## config.mk

```make
export PLATFORM = sky130hd
export DESIGN_NAME = line_tokenizer
export DESIGN_NICKNAME = d
export VERILOG_FILES = /design/src/rtl/Char_PKG.sv /design/src/rtl/Tokenizer_PKG.sv /design/src/rtl/CharDecoder.sv /design/src/rtl/line_tokenizer.sv
export SDC_FILE = /design/constraint.sdc
export NUM_CORES = 1
export LEC_CHECK = 0
export CORE_ASPECT_RATIO = 0.8
export CORE_MARGIN = 4
export CORE_UTILIZATION = 43
export CTS_BUF_LIST = sky130_fd_sc_hd__clkbuf_8 sky130_fd_sc_hd__clkbuf_16
export CTS_CLUSTER_DIAMETER = 60
export CTS_CLUSTER_SIZE = 28
export DETAILED_ROUTE_END_ITERATION = 10
export GPL_ROUTABILITY_DRIVEN = 1
export PLACE_DENSITY = 0.71
export SETUP_SLACK_MARGIN = 0.3
export SKIP_CTS_REPAIR_TIMING = 1
export SYNTH_ARGS = -nofsm -noshare
export SYNTH_HDL_FRONTEND = slang
export SYNTH_HIERARCHICAL = 1
export SYNTH_SLANG_ARGS = --single-unit
export TNS_END_PERCENT = 100
```

## constraint.sdc

```tcl
create_clock -name clk -period 3.7 [get_ports clk]
set_input_delay 0.74 -clock clk [delete_from_list [all_inputs] [get_ports clk]]
set_output_delay 0.74 -clock clk [all_outputs]
set_load 0.02 [all_outputs]
```

## src/rtl/Char_PKG.sv

```systemverilog
// Character classes shared by the byte decoder and the tokenizer.
// Only the upper-case address letters G X Y I J F count as letters.
package Char_PKG;

  typedef enum logic [2:0] {
    CH_OTHER,
    CH_LETTER,
    CH_DIGIT,
    CH_MINUS,
    CH_SPACE,
    CH_EOL,
    CH_DOT
  } char_cls_e;

  typedef struct packed {
    char_cls_e   cls;
    logic [3:0]  digit;
    logic [7:0]  code;
  } Char_t;

endpackage

```

## src/rtl/Tokenizer_PKG.sv

```systemverilog
// Tokenizer state encoding, value limits and accumulator helper.
// The end-of-line-only token carries letter code EOL_LETTER.
package Tokenizer_PKG;

  localparam int TOK_VALUE_BITS = 16;
  localparam int TOK_MAX_MAG    = 32767;
  localparam int ACC_NX_BITS    = 20;

  localparam logic [7:0] EOL_LETTER = 8'd0;

  typedef enum logic [2:0] {
    IDLE,
    LETTER,
    NUMBER,
    EMIT,
    ERROR
  } tok_state_e;

  function automatic logic [ACC_NX_BITS-1:0] acc_mac10(
    input logic [TOK_VALUE_BITS-1:0] acc,
    input logic [3:0]                dig
  );
    logic [ACC_NX_BITS-1:0] wide;
    wide = {{(ACC_NX_BITS-TOK_VALUE_BITS){1'b0}}, acc};
    return (wide * ACC_NX_BITS'(10))
         + {{(ACC_NX_BITS-4){1'b0}}, dig};
  endfunction

endpackage

```

## src/rtl/CharDecoder.sv

```systemverilog
// Classifies one ASCII byte into a Char_t record.
// This is the only place where byte values are interpreted.
module CharDecoder
  import Char_PKG::*;
(
  input  logic [7:0] char_in,
  output Char_t      ch
);

  // one-hot style class decode of the incoming byte
  always_comb begin
    ch.code  = char_in;
    ch.digit = char_in[3:0];
    ch.cls   = CH_OTHER;
    unique case (1'b1)
      (char_in >= "0" && char_in <= "9"):
        ch.cls = CH_DIGIT;
      (char_in == "G" || char_in == "X" ||
       char_in == "Y" || char_in == "I" ||
       char_in == "J" || char_in == "F"):
        ch.cls = CH_LETTER;
      (char_in == "-"):
        ch.cls = CH_MINUS;
      (char_in == " "):
        ch.cls = CH_SPACE;
      (char_in == 8'h0a):
        ch.cls = CH_EOL;
      (char_in == "."):
        ch.cls = CH_DOT;
      default:
        ch.cls = CH_OTHER;
    endcase
  end

endmodule

```

## src/rtl/line_tokenizer.sv

```systemverilog
// G-code style line tokenizer: letter + signed integer tokens.
// Define LINE_TOKENIZER_DOT_EN to accept and truncate fractions.
module line_tokenizer
  import Char_PKG::*;
  import Tokenizer_PKG::*;
(
  input  logic        clk,
  input  logic        reset,
  input  logic [7:0]  char_in,
  input  logic        char_valid,
  output logic        char_ready,
  output logic [7:0]  tok_letter,
  output logic [15:0] tok_value,
  output logic        tok_eol,
  output logic        tok_err,
  output logic        tok_valid,
  input  logic        tok_ready
);

  localparam int VB = TOK_VALUE_BITS;

  Char_t ch;

  CharDecoder u_dec (
    .char_in (char_in),
    .ch      (ch)
  );

  tok_state_e state_q, state_d;
  logic [7:0]    let_q, let_d;
  logic [7:0]    pend_q, pend_d;
  logic [VB-1:0] acc_q, acc_d;
  logic          neg_q, neg_d;
  logic          frac_q, frac_d;
  logic [7:0]    tl_q, tl_d;
  logic [VB-1:0] tv_q, tv_d;
  logic          te_q, te_d;
  logic          tr_q, tr_d;

  logic                   fire;
  logic [ACC_NX_BITS-1:0] acc_nx;
  logic [VB-1:0]          val_s;
  logic                   take_dig;

  assign char_ready = !reset && (state_q != EMIT);
  assign fire       = char_valid && char_ready;
  assign acc_nx     = acc_mac10(acc_q, ch.digit);
  assign val_s      = neg_q ? (~acc_q + VB'(1)) : acc_q;
  assign take_dig   = !frac_q;

  assign tok_valid  = !reset && (state_q == EMIT);
  assign tok_letter = tl_q;
  assign tok_value  = tv_q;
  assign tok_eol    = te_q;
  assign tok_err    = tr_q;

  logic          em;
  logic [7:0]    em_l;
  logic [VB-1:0] em_v;
  logic          em_e;
  logic          em_r;

  // next-state, accumulator and token capture
  always_comb begin
    state_d = state_q;
    let_d   = let_q;
    pend_d  = pend_q;
    acc_d   = acc_q;
    neg_d   = neg_q;
    frac_d  = frac_q;
    tl_d    = tl_q;
    tv_d    = tv_q;
    te_d    = te_q;
    tr_d    = tr_q;
    em      = 1'b0;
    em_l    = EOL_LETTER;
    em_v    = '0;
    em_e    = 1'b1;
    em_r    = 1'b0;
    unique case (state_q)
      IDLE: if (fire) begin
        case (ch.cls)
          CH_LETTER: begin
            let_d   = ch.code;
            acc_d   = '0;
            neg_d   = 1'b0;
            frac_d  = 1'b0;
            state_d = LETTER;
          end
          CH_SPACE: ;
          CH_EOL:   em = 1'b1;
          default:  state_d = ERROR;
        endcase
      end
      LETTER: if (fire) begin
        case (ch.cls)
          CH_MINUS: begin
            if (neg_q) state_d = ERROR;
            else       neg_d   = 1'b1;
          end
          CH_DIGIT: begin
            acc_d   = {{(VB-4){1'b0}}, ch.digit};
            state_d = NUMBER;
          end
          // the newline is already consumed, so flag it now
          CH_EOL: begin
            em   = 1'b1;
            em_r = 1'b1;
          end
          default: state_d = ERROR;
        endcase
      end
      NUMBER: if (fire) begin
        case (ch.cls)
          CH_DIGIT: begin
            if (take_dig) begin
              if (acc_nx > ACC_NX_BITS'(TOK_MAX_MAG))
                state_d = ERROR;
              else
                acc_d = acc_nx[VB-1:0];
            end
          end
          CH_SPACE: begin
            em   = 1'b1;
            em_l = let_q;
            em_v = val_s;
            em_e = 1'b0;
          end
          CH_EOL: begin
            em   = 1'b1;
            em_l = let_q;
            em_v = val_s;
          end
          CH_LETTER: begin
            em     = 1'b1;
            em_l   = let_q;
            em_v   = val_s;
            em_e   = 1'b0;
            pend_d = ch.code;
          end
          CH_DOT: begin
`ifdef LINE_TOKENIZER_DOT_EN
            if (frac_q) state_d = ERROR;
            else        frac_d  = 1'b1;
`else
            state_d = ERROR;
`endif
          end
          default: state_d = ERROR;
        endcase
      end
      EMIT: if (tok_ready) begin
        state_d = (pend_q != EOL_LETTER) ? LETTER : IDLE;
        let_d   = pend_q;
        pend_d  = EOL_LETTER;
        acc_d   = '0;
        neg_d   = 1'b0;
        frac_d  = 1'b0;
      end
      ERROR: if (fire && ch.cls == CH_EOL) begin
        em   = 1'b1;
        em_r = 1'b1;
      end
      default: state_d = IDLE;
    endcase
    if (em) begin
      state_d = EMIT;
      tl_d    = em_l;
      tv_d    = em_v;
      te_d    = em_e;
      tr_d    = em_r;
    end
  end

  // state and output registers
  always_ff @(posedge clk) begin
    if (reset) begin
      state_q <= IDLE;
      let_q   <= EOL_LETTER;
      pend_q  <= EOL_LETTER;
      acc_q   <= '0;
      neg_q   <= 1'b0;
      frac_q  <= 1'b0;
      tl_q    <= EOL_LETTER;
      tv_q    <= '0;
      te_q    <= 1'b0;
      tr_q    <= 1'b0;
    end else begin
      state_q <= state_d;
      let_q   <= let_d;
      pend_q  <= pend_d;
      acc_q   <= acc_d;
      neg_q   <= neg_d;
      frac_q  <= frac_d;
      tl_q    <= tl_d;
      tv_q    <= tv_d;
      te_q    <= te_d;
      tr_q    <= tr_d;
    end
  end

endmodule

```

==> flow_summary.json <==
{
  "avgViaCountPerCell": 5.70,
  "status": "finished, violations left",
  "cts_tree": "done",
  "internal-power_mw": 1.34,
  "ant_nets": 0,
  "cp.arrival_ps": 4240,
  "hpwl_um": 9310,
  "ys_seq_area_share_pct": 27.7,
  "path_class": "flip-flop to flip-flop",
  "syn_area_um2": 4480,
  "synthCells": 534,
  "die_x_um": 122,
  "synth-edff-count": 0,
  "worst_pin_slew_ps": 805,
  "skew_ps": 10.8,
  "ys.warnings.count": 6,
  "cts_root_buf": "clkbuf_16",
  "fp.dieH_um": 99.3,
  "final.setup.tns_ps": -4910,
  "crit_path_start_kind": "flip-flop",
  "numCtsBuffers": 9,
  "antenna_cells": 0,
  "routabilityCongestion": 0.870,
  "clock_power_share_pct": 53.3,
  "drive_gt1_share_pct": 21.2,
  "utilization_pct": 58.7,
  "synth-seq-cells": 62,
  "worst_slack_ps": -328,
  "max-vdd-ir-drop_uv": 362,
  "wl_met1_um": 5980,
  "finalInstanceArea_um2": 5990,
  "wirelength_um": 12600,
  "ioPinCount": 40,
  "cp_max_fo": 5,
  "vias": 4375,
  "clk_latency_ps": 330,
  "violations": "setup timing",
  "grt_use_total_pct": 20.1,
  "end_kind": "flip-flop",
  "min_period_ps": 4030,
  "slew_headroom_pct": 46.2,
  "design.die.area_um2": 12100,
  "grt_setup_unrepaired": "yes",
  "area.growth.synth_to_final_pct": 33.9,
  "first_iter_violations": 340,
  "final-hold-violation-count": 0,
  "synthFlopType": "dfxtp_1",
  "setup_viol": 18,
  "drv_slew": 0,
  "cts_buffer_depth": 2,
  "fmax_mhz": 248,
  "pwr-share-seq_pct": 39.8,
  "total_power_mw": 1.71,
  "placed_area_um2": 5490,
  "drv_cap": 0,
  "dr.pass1.iters": 5,
  "final_cell_mix": "buf_4, dfxtp_1, nor2_1, nand2_1, clkdlybuf4s50_1",
  "antenna_found_initial": 0,
  "async_flop_share_pct": 0,
  "syn_nets": 580,
  "wl_met2_um": 5710,
  "clock_sinks": 62,
  "comb_power_share_pct": 6.8,
  "final.period_utilization_pct": 109,
  "core_um2": 10200,
  "crit_chain": "ha_4, ha_4, fa_2, a21o_1, a221o_1, a221oi_2, mux2_1, or4b_4, o311ai_4, nand4_1, a221oi_2, buf_4, a21oi_4, mux2_4",
  "max_stage_delay_ps": 500,
  "grt_max_degree": 44,
  "gr-total-overflow": 0,
  "synth_cell_types": 71,
  "place_inst": 748,
  "avgSynthCellArea_um2": 8.38,
  "route.met3.wl_um": 787,
  "num_rows": 33,
  "grt_pass1_wl_um": 20000,
  "route.detailed.drc": 0,
  "cp_slowest_cell": "or4b_4",
  "nNetsFinal": 669,
  "power.leakage_nw": 2.65,
  "cp.required_ps": 3910,
  "start_util_pct": 43.9,
  "sw_frac_of_total_pct": 21.8,
  "port_buffers": 39,
  "cts.clk_slew.worst_paths_ps": 60,
  "top_layer_used": "met4",
  "p_sw_mw": 0.373,
  "hold_class": "flip-flop to flip-flop",
  "final_common_cell": "buf_4",
  "htreeDepth": 3,
  "fin_cells": 768,
  "grt_pass1_vias": 4035,
  "wl_per_cell_um": 16.4,
  "power.density_nw_per_um2": 285
}
## path summary, 6_finish.rpt
path              slack (ps)  depth (start not counted)                        end                 startpoint
setup / recovery        -330                         14      acc_q[0]$_SDFFE_PP0P_      acc_q[1]$_SDFFE_PP0P_
hold / removal           460                          2  tok_value[2]$_SDFFE_PP0P_  tok_value[2]$_SDFFE_PP0P_
setup reg to reg        -330                         14      acc_q[0]$_SDFFE_PP0P_      acc_q[1]$_SDFFE_PP0P_
hold reg to reg          460                          2  tok_value[2]$_SDFFE_PP0P_  tok_value[2]$_SDFFE_PP0P_
## final cells by class
| type | count | area [um2] |
|---|---|---|
| clock inverter | 6 | 83.8 |
| multi-input combinational | 423 | 3160 |
| tap | 140 | 175 |
| clock buffer | 10 | 239 |
| inverter | 9 | 33.8 |
| sequential | 62 | 1250 |
| fill | 877 | 4210 |
| timing repair buffer | 118 | 1050 |
## power by group through the flow
stage,registers [mW],logic (mW),clock network (mW)
floorplan,0.687,0.0705,0
finish,0.681,0.117,0.911
detailed placement,0.694,0.107,0
CTS,0.680,0.107,0.915
global route,0.680,0.124,0.946
global placement,0.694,0.103,0
## worst max-delay path, delay by kind of cell (launching register included)
family                   cells  cell delay (ps)
flip-flops                   1              350
AO/OA/AOI/OAI                6             1310
AND/OR/NAND/NOR              2              660
multiplexers                 2              660
buffers and inverters        1              170
adder cells (fa/ha/maj)      3              740
## flip-flops by register name, indices dropped and copies added, names as in the netlist
signal      cells
tok_eol         1
acc_q          16
let_q           8
tok_letter      8
neg_q           1
pend_q          8
state_q         3
tok_err         1
tok_value      16
## per-layer routing
layer	vias up	GRT usage (%)
met2	159	31.1
met3	15	3.58
met4	0	5.08
met1	2081	29.1
met5	-	0
li1	2120	-
## metrics by stage
stage               hold WS, ps  setup slack [ps]
finish                      458              -328
global route                493              -428
CTS                         461              -357
detailed placement          453              -331
global placement            440              -245
floorplan                   450              -204
## cell usage after synthesis (all sizes together) (3+ instances only)
cell type / instances / area [um2]
o21bai: 3 / 26.3
a22oi: 5 / 37.5
ha: 32 / 400
nor3: 13 / 75.1
a21oi: 28 / 148
nand4b: 4 / 35.0
nor2b: 6 / 37.5
nor3b: 4 / 35.0
nand4: 4 / 25.0
or4: 5 / 37.5
o21ai: 28 / 140
mux2i: 14 / 140
nand2b: 24 / 150
clkbuf: 25 / 93.8
nor2: 52 / 195
or3b: 3 / 26.3
and3: 6 / 37.5
mux2: 3 / 33.8
dfxtp: 62 / 1240
a21o: 6 / 45.0
buf: 15 / 116
a2111oi: 3 / 51.3
nand2: 43 / 161
inv: 9 / 33.8
or3: 10 / 62.6
xnor2: 27 / 236
a311oi: 8 / 70.1
a22o: 22 / 193
nor4b: 3 / 26.3
or4b: 4 / 40.0
nand3: 13 / 65.1
a221oi: 4 / 47.6
xor2: 11 / 96.3
and2: 3 / 18.8
## logic make-up after synthesis
family	Yosys count	synth area share, %
adders and majority gates	34	9.84
AOI/OAI and AO/OA	129	21.2
DFF	62	27.7
xor gates and xnor gates	38	7.44
muxes	17	3.89
buffers and inverters	49	5.45
and+or+nand+nor	205	24.5
(Power assumes the default switching activity.)
